--- config.mk ---
export PLATFORM = sky130hd
export DESIGN_NAME = fifo_flex
export DESIGN_NICKNAME = d
export VERILOG_FILES = /design/src/rtl/fifo_flex_pkg.sv /design/src/rtl/fifo_flex_mem.sv /design/src/rtl/fifo_flex.sv
export SDC_FILE = /design/constraint.sdc
export NUM_CORES = 2
export LEC_CHECK = 0
export BUFFER_PORTS_ARGS = -buffer_cell sky130_fd_sc_hd__buf_2
export CELL_PAD_IN_SITES_DETAIL_PLACEMENT = 2
export CELL_PAD_IN_SITES_GLOBAL_PLACEMENT = 2
export CORE_MARGIN = 5
export CORE_UTILIZATION = 46
export CTS_BUF_LIST = sky130_fd_sc_hd__clkbuf_16
export DETAILED_ROUTE_END_ITERATION = 8
export PLACE_DENSITY_LB_ADDON = 0.1
export SLEW_MARGIN = 20
export SYNTH_ARGS = -nofsm -noshare
export SYNTH_HDL_FRONTEND = slang
export SYNTH_SLANG_ARGS = --single-unit
--- constraint.sdc ---
create_clock -name i_clk -period 3.5 [get_ports i_clk]
set_clock_uncertainty 0.15 [all_clocks]
set_input_delay 0.175 -clock i_clk [delete_from_list [all_inputs] [get_ports i_clk]]
set_output_delay 0.175 -clock i_clk [all_outputs]
set_load 0.02 [all_outputs]
--- src/rtl/fifo_flex_pkg.sv ---
// Shared types, helpers and parameter-legality checks for the fifo_flex slice.
package fifo_flex_pkg;

    // Read-port behaviour: registered pop or first-word-fall-through.
    typedef enum logic {
        RD_REG  = 1'b0,
        RD_FWFT = 1'b1
    } rd_mode_e;

    localparam int MIN_DEPTH = 4;

    // Memory address width for a given number of entries.
    function automatic int addr_w(input int depth);
        return $clog2(depth);
    endfunction

    // True when depth is a power of two >= MIN_DEPTH and both thresholds are in range.
    function automatic bit params_ok(input int depth, input int af_thresh, input int ae_thresh);
        return (depth >= MIN_DEPTH) && ((depth & (depth - 1)) == 0) &&
               (af_thresh >= 1) && (af_thresh <= depth) &&
               (ae_thresh >= 0) && (ae_thresh <= depth - 1);
    endfunction

endpackage

--- src/rtl/fifo_flex_mem.sv ---
// WIDTH x DEPTH register array: one synchronous write port, one asynchronous read port.
module fifo_flex_mem
    import fifo_flex_pkg::*;
#(
    parameter int WIDTH = 32,
    parameter int DEPTH = 128,
    localparam int AW   = addr_w(DEPTH)
) (
    input  logic             i_clk,
    input  logic             wr_en,
    input  logic [AW-1:0]    wr_addr,
    input  logic [WIDTH-1:0] wr_data,
    input  logic [AW-1:0]    rd_addr,
    output logic [WIDTH-1:0] rd_data
);

    logic [WIDTH-1:0] mem_reg [DEPTH];

    // Storage is never reset; stale contents are unreachable once pointers clear.
    always_ff @(posedge i_clk) begin
        if (wr_en) begin
            mem_reg[wr_addr] <= wr_data;
        end
    end

    assign rd_data = mem_reg[rd_addr];

endmodule

--- src/rtl/fifo_flex.sv ---
// Single-clock FIFO with selectable registered/FWFT read, threshold flags,
// fill level and sticky overflow/underflow flags.
module fifo_flex
    import fifo_flex_pkg::*;
#(
    parameter int WIDTH     = 32,
    parameter int DEPTH     = 128,
    parameter int FWFT      = 0,
    parameter int AF_THRESH = DEPTH - 4,
    parameter int AE_THRESH = 4,
    localparam int AW       = addr_w(DEPTH),
    localparam int CW       = AW + 1
) (
    input  logic             i_clk,
    input  logic             arst,
    input  logic             wr_en,
    input  logic [WIDTH-1:0] wr_data,
    input  logic             rd_en,
    output logic [WIDTH-1:0] rd_data,
    output logic             o_rd_valid,
    output logic             o_full,
    output logic             o_empty,
    output logic             o_almost_full,
    output logic             o_almost_empty,
    output logic [CW-1:0]    o_count,
    output logic             o_overflow,
    output logic             o_underflow,
    input  logic             i_clr_err
);

    localparam rd_mode_e      RD_MODE   = (FWFT != 0) ? RD_FWFT : RD_REG;
    localparam logic [CW-1:0] FULL_LVL  = CW'(DEPTH);
    localparam logic [CW-1:0] AF_LVL    = CW'(AF_THRESH);
    localparam logic [CW-1:0] AE_LVL    = CW'(AE_THRESH);

    if (!params_ok(DEPTH, AF_THRESH, AE_THRESH) || (WIDTH < 1) || (FWFT < 0) || (FWFT > 1)) begin : g_param_err
        $error("fifo_flex: illegal parameters (DEPTH pow2 >= 4, 1<=AF_THRESH<=DEPTH, 0<=AE_THRESH<DEPTH, FWFT 0/1)");
    end

    // Pointers carry a wrap bit above the memory address bits.
    logic [CW-1:0]    wr_ptr_reg, rd_ptr_reg;
    logic [CW-1:0]    count_reg, count_next;
    logic             overflow_reg, underflow_reg;
    logic             rd_acc, wr_acc;
    logic [WIDTH-1:0] mem_rd_data;

    // Flags come straight from the registered count, no extra latency.
    assign o_empty        = (count_reg == '0);
    assign o_full         = (count_reg == FULL_LVL);
    assign o_almost_full  = (count_reg >= AF_LVL);
    assign o_almost_empty = (count_reg <= AE_LVL);
    assign o_count        = count_reg;
    assign o_overflow     = overflow_reg;
    assign o_underflow    = underflow_reg;

    // A write into a full FIFO is fine when the same edge pops a word.
    assign rd_acc = rd_en & ~o_empty;
    assign wr_acc = wr_en & (~o_full | rd_acc);

    // Occupancy moves by the net of accepted writes and reads.
    always_comb begin
        count_next = count_reg;
        case ({wr_acc, rd_acc})
            2'b10:   count_next = count_reg + CW'(1);
            2'b01:   count_next = count_reg - CW'(1);
            default: count_next = count_reg;
        endcase
    end

    // Pointer, count and sticky error state; a set on the same edge beats a clear.
    always_ff @(posedge i_clk or posedge arst) begin
        if (arst) begin
            wr_ptr_reg    <= '0;
            rd_ptr_reg    <= '0;
            count_reg     <= '0;
            overflow_reg  <= 1'b0;
            underflow_reg <= 1'b0;
        end else begin
            if (wr_acc) wr_ptr_reg <= wr_ptr_reg + CW'(1);
            if (rd_acc) rd_ptr_reg <= rd_ptr_reg + CW'(1);
            count_reg     <= count_next;
            overflow_reg  <= (wr_en & ~wr_acc) | (overflow_reg & ~i_clr_err);
            underflow_reg <= (rd_en & ~rd_acc) | (underflow_reg & ~i_clr_err);
        end
    end

    fifo_flex_mem #(
        .WIDTH (WIDTH),
        .DEPTH (DEPTH)
    ) u_mem (
        .i_clk   (i_clk),
        .wr_en   (wr_acc),
        .wr_addr (wr_ptr_reg[AW-1:0]),
        .wr_data (wr_data),
        .rd_addr (rd_ptr_reg[AW-1:0]),
        .rd_data (mem_rd_data)
    );

    if (RD_MODE == RD_REG) begin : g_rd_reg
        logic [WIDTH-1:0] rd_data_reg;
        logic             rd_valid_reg;

        // Capture the head word on a pop; valid pulses for the following cycle.
        always_ff @(posedge i_clk or posedge arst) begin
            if (arst) begin
                rd_data_reg  <= '0;
                rd_valid_reg <= 1'b0;
            end else begin
                rd_valid_reg <= rd_acc;
                if (rd_acc) rd_data_reg <= mem_rd_data;
            end
        end

        assign rd_data    = rd_data_reg;
        assign o_rd_valid = rd_valid_reg;
    end else begin : g_rd_fwft
        // Head word is visible whenever something is stored; zero when empty.
        assign rd_data    = o_empty ? '0 : mem_rd_data;
        assign o_rd_valid = ~o_empty;
    end

    // Wrapped pointer distance must always equal the tracked occupancy.
    a_ptr_count: assert property (@(posedge i_clk) disable iff (arst)
        (wr_ptr_reg - rd_ptr_reg) == count_reg);

endmodule

**Word level (Yosys, flattened, before mapping)**

Memory sizes are Yosys's and may differ from the RTL's. A register that Yosys moved wholly into a read port is not among the register bits.
Cells that the tools add are included.

- Equality and inequality tests: 3
- Reductions and logical operators: 2
- Add/sub/neg operators: 4
- Mux-type cells: 3
- Multiply operators: 0
- Shift operators: 0
- Div/mod/pow operators: 0
- Bitwise gates (word level): 14
- $lt $le $gt $ge: 2

Operators by type and width:

| kind | number |
|---|---|
| $add A8 B1 Y8 const B | 3 |
| $pmux W8 S2 | 1 |
| $eq A8 B8 Y1 const B | 1 |
| $ge A8 B7 Y1 const B | 1 |
| $le A8 B3 Y1 const B | 1 |
| $logic_not A8 Y1 | 1 |
| $sub A8 B1 Y8 const B | 1 |
| $and A1 B1 Y1 | 6 |
| $not A1 Y1 | 5 |
| $or A1 B1 Y1 | 3 |
| $eq A2 B1 Y1 const B | 1 |
| $eq A2 B2 Y1 const B | 1 |
| $mux W1 | 2 |
| $reduce_bool A2 Y1 | 1 |

- Logic and storage cells: 35
- Bits in read-only memories: 0
- Memories kept: 1
- Bits in registers: 27
- Output and inout port bits: 47
- RAM bits: 4096
- Input port bits: 37
- Latch bits: 0

Memories:

| memory | depth | width | read ports | clocked after Yosys merged registers in | wr ports | RTL line | RTL |
|---|---|---|---|---|---|---|---|
| u_mem.mem_reg | 128 | 32 | 1 | 1 | 1 | fifo_flex_mem.sv:17 | `logic [WIDTH-1:0] mem_reg [DEPTH];` |

**Longest topological paths before layout**

- Depth after elaboration: 8
- Depth in mapped cells: 12
- Mapped depth without buffers: 11

**Modules after synthesis**

Synthesis repeated with hierarchy kept, for this count alone.

- Cell total of the unflattened synthesis: 6222
- Area total of the unflattened synthesis: 158231.8 um2

By module, submodules not included:

| module | area each (um2) | instances | cells each | seq. area each (um2) |
|---|---|---|---|---|
| fifo_flex_mem | 155635.5 | 1 | 5958 | 122998.0 |
| fifo_flex | 2596.2 | 1 | 264 | 1426.4 |

**Worst setup path after synthesis**

Ideal clock, no wire load.

- Kind: reg-to-reg
- Start point: register count_reg[7], in the netlist o_count[7]
- End point: memory u_mem.mem_reg[91][0] (enable)
- Path buffers: 2
- Library setup time: 0.421 ns
- Required time: 2.929 ns
- Data arrival time: 3.012 ns
- Stages on the path, launching flop included: 8
- Clock period less this slack: 3.583 ns
- Slack: -0.083 ns
- Path through: dfrtp_1 clkbuf_1 inv_1 o41ai_4 nor2_1 nand3_1 buf_2 nor2_1

- Word-level cells in the longest chain between the ends: 7
- Elaborated cells between the ends (all ways): 9
- Classes of those cells: eq/ne: 1; mux: 2; bitwise: 5; reduce/logical: 1

Ends and longest elaborated chain:

| element | RTL line | RTL |
|---|---|---|
| from (decl) | fifo_flex.sv:42 | `logic [CW-1:0] count_reg, count_next;` |
| from (signal assigned) | fifo_flex.sv:81 | `count_reg <= count_next;` |
| $logic_not A8 Y1 | fifo_flex.sv:48 | `assign o_empty = (count_reg == '0);` |
| $not A1 Y1 | fifo_flex.sv:57 | `assign rd_acc = rd_en & ~o_empty;` |
| $and A1 B1 Y1 | fifo_flex.sv:57 |  |
| $or A1 B1 Y1 (*) | fifo_flex.sv:58 | `assign wr_acc = wr_en & (~o_full \| rd_acc);` |
| $and A1 B1 Y1 (*) | fifo_flex.sv:58 |  |
| $mux W1 (*) | fifo_flex_mem.sv:21 | `if (wr_en) begin` |
| $mux W1 (implied by the code) (*) | fifo_flex_mem.sv:22 | `mem_reg[wr_addr] <= wr_data;` |
| to (decl) | fifo_flex_mem.sv:17 |  |

Every way passes the cells marked *; elsewhere a longest branch is shown, timed or not.

==> flow_metrics.env <==
export IMPL_areaGrowthSynthToFinish_pct=17.50
export IMPL_crit_arrival_ns=4.20
export IMPL_synth_xor_area_share=0.0008736
export IMPL_min_period_ns=3.532
export IMPL_vdd_drop_max_uv=614.8
export IMPL_whs_ns=0.07453
export IMPL_port_buffers=83
export IMPL_cp_cell_sequence="buf_4 > buf_12 > buf_12 > buf_12 > buf_4 > mux4_2 > a211oi_2 > a211oi_2 > buf_4 > nor4_4 > nor3_1"
export IMPL_grt_antenna_before_repair=53
export IMPL_drc=0
export IMPL_power_frac_seq=0.373
export IMPL_wl_per_cell_um=46.00
export IMPL_syn_inst=7373
export IMPL_clockBufferDepth=4
export IMPL_p_sw_frac=0.3450
export IMPL_synth_area_um2=160400
export IMPL_cts_max_level=5
export IMPL_worstMarginPinSlew_ns=1.188
export IMPL_setup_tns_ns=-0.1389
export IMPL_grt_pass1_vias=93760
export IMPL_vias_per_cell=6.679
export IMPL_synth_top_family_by_area="multiplexers"
export IMPL_wl_met1_um=228100
export IMPL_ys_flop_type="edfxtp_1"
export IMPL_drive_above_1_share=0.2885
export IMPL_track_usage=0.3337
export IMPL_nNetsFinal=8337
export IMPL_fillCellCount=28650
export IMPL_synth_seq_cells=4153
export IMPL_antenna_left=0
export IMPL_cts_tree="yes"
export IMPL_synthAdderAreaFrac=0.0007488
export IMPL_die_y_um=600.5
export IMPL_ys_async_sr_fraction=0.01373
export IMPL_grt_max_degree=129
export IMPL_dieArea_um2=360600
export IMPL_drtIter0Drc=13430
export IMPL_power_uw=153700
export IMPL_die_width_um=600.5
export IMPL_synthMuxAreaShare=0.1548
export IMPL_critical_path_max_stage_delay_ns=0.54
export IMPL_endpoint_kind="flop"
export IMPL_hpwlAfterDp_um=367400
export IMPL_cap_violations=0
export IMPL_outcome="finished with violations"
export IMPL_synth_distinct_cells=84
export IMPL_finalWirelength_um=609500
export IMPL_ioPinCount=84
export IMPL_final_core_util=0.5436
export IMPL_largest_reg_flops=4096
export IMPL_p_sw_uw=53020
export IMPL_fin_crit_sh=1.009
export IMPL_crit_required_ns=4.17
export IMPL_routed_top_layer="met5"
export IMPL_p_leak_uw=0.06099
export IMPL_grt_ovfl_total=0
export IMPL_final_cell_mix="4096 x edfxtp_1, 808 x mux4_2, 539 x mux2i_1"
export IMPL_critPathTopFamily="buffers and inverters"
export IMPL_cp_max_fo=16
export IMPL_row_count=216
export IMPL_yosys_area_share_simple=0.01732
export IMPL_core_area_um2=346700
export IMPL_final_common_cell="edfxtp_1"
export IMPL_numCtsBuffers=435
export IMPL_worst_slack_ns=-0.03200
export IMPL_grt_pass1_wl_um=832900
export IMPL_seq_area_frac_synth=0.7756
export IMPL_start_util=0.4626
export IMPL_finalHoldViolCount=0
export IMPL_routed_wl_met2_um=295900
export IMPL_syn_area_per_cell_um2=21.76
export IMPL_clock_latency_ns=0.98
export IMPL_firstDrtPassIters=5
export IMPL_drv_slew=0
export IMPL_hold_class="in2reg"
export IMPL_setup_viol=17
export IMPL_power_frac_comb=0.332
export IMPL_synthesis_nets=7419
export IMPL_violations="negative setup slack"
export IMPL_clock_sinks=4153
export IMPL_synth_edff_count=4096
export IMPL_critical_path_buf_inv_count=6
export IMPL_max_slew_margin=0.2048
export IMPL_wl_met3_um=52300
export IMPL_max_freq_ghz=0.2831
export IMPL_path_clk_slew_ns=0.07
export IMPL_yosys_warnings=0
export IMPL_power_density_nw_per_um2=815.5
export IMPL_worst_setup_path_type="reg2reg"
export IMPL_setup_worst_path_start_class="flop"
export IMPL_vias=88500
export IMPL_power_internal_uw=100700
export IMPL_slowest_stage="mux4_2"
export IMPL_synth_compound_area_frac=0.03243
export IMPL_clkPwrFrac=0.295
export IMPL_cts_root_buf="clkbuf_16"
export IMPL_gp_congestion=0.8601
-- worst paths after layout --
| check | depth (start not counted) | slack, ns | to | start |
|---|---|---|---|---|
| max | 11 | -0.03 | rd_data[5]$_DFFE_PP0P_ | rd_ptr_reg[0]$_DFFE_PP0P_ |
| min | 2 | 0.07 | u_mem.mem_reg[49][9]$_DFFE_PP_ | wr_data[9] |
| max reg2reg | 11 | -0.03 | rd_data[5]$_DFFE_PP0P_ | rd_ptr_reg[0]$_DFFE_PP0P_ |
| min reg2reg | 1 | 0.39 | wr_ptr_reg[2]$_DFFE_PP0P_ | wr_ptr_reg[2]$_DFFE_PP0P_ |
| max in group asynchronous | 5 | 1.75 | rd_data[20]$_DFFE_PP0P_ | arst |
| min in group asynchronous | 4 | 0.36 | o_overflow$_DFF_PP0_ | arst |
-- power groups by stage --
stage | sequential, µW | combinational, µW | clock [µW]
after CTS | 57300 | 50400 | 45900
after floorplan | 57600 | 25300 | 0
after detailed placement | 58300 | 49300 | 0
after global placement | 58200 | 48100 | 0
after global routing | 57300 | 52000 | 48300
final | 57300 | 51000 | 45400
-- layout make-up --
cell class | count | area (µm²) | share of cell area
repair buffers | 896 | 10120 | 0.05372
multi-input cells | 2789 | 34570 | 0.1834
flip-flops and latches | 4153 | 124400 | 0.6602
clock inverters | 360 | 2439 | 0.01294
diodes | 16 | 40.04 | 0.0002124
well taps | 4578 | 5728 | 0.03039
clock buffers | 442 | 11060 | 0.05868
inverters | 16 | 72.57 | 0.0003850
-- stage by stage --
stage               std cells  worst slack [ns]  area [µm²]
floorplan                7373          -0.08300      160400
global placement        12370           -0.4913      173800
detailed placement      12380           -0.4695      173900
CTS                     13220         0.0006710      188100
global route            13240          -0.04844      188400
finish                  13250          -0.03200      188500
-- kinds of logic after synthesis --
group / after synthesis
xor gates and xnor gates: 16
DFF: 4153
AOI/OAI and AO/OA: 732
buffers and inverters: 431
adders and majority gates: 9
and+or+nand+nor: 622
muxes: 1410
-- layer usage --
layer | vias up | global-route usage
met3 | 1169 | 0.06121
met1 | 48810 | 0.4404
li1 | 33080 | -
met5 | - | 0
met2 | 5422 | 0.5448
met4 | 20 | 0.1500
-- Yosys cell counts, types with 10 or more instances --
cell	n	share of area
clkbuf_8	11	0.00094
nor3_1	35	0.0011
nand3_1	69	0.0022
a221oi_1	36	0.0020
nor2_1	223	0.0052
o21ai_0	67	0.0021
edfxtp_1	4096	0.77
buf_6	56	0.0039
a31oi_1	20	0.00078
xnor2_1	11	0.00060
a22o_1	23	0.0013
o22ai_1	124	0.0048
buf_1	15	0.00035
and3_1	12	0.00047
o211ai_1	11	0.00051
mux2i_1	543	0.034
buf_2	138	0.0043
mux4_2	808	0.11
mux2_2	23	0.0016
nand2_1	194	0.0045
nor2b_1	20	0.00078
a22oi_1	107	0.0050
a2111oi_0	18	0.00098
a211oi_1	91	0.0043
nor4_1	12	0.00047
a211o_1	13	0.00071
o2111ai_1	10	0.00055
inv_1	14	0.00033
dfrtp_1	57	0.0089
buf_8	20	0.0019
buf_4	61	0.0029
mux4_1	36	0.0059
clkbuf_1	104	0.0024
o221ai_1	28	0.0015
a21oi_1	117	0.0037
-- what timing repair did --
item,CTS,global route
endpoints found under the hold margin,2937,0
resized for setup,49,28
buffers inserted,5,5
gates cloned,0,1
endpoints found under the setup margin,24,14
hold buffers,40,0
pin swaps,6,11
Note: power is estimated with default switching activity, not from simulation.
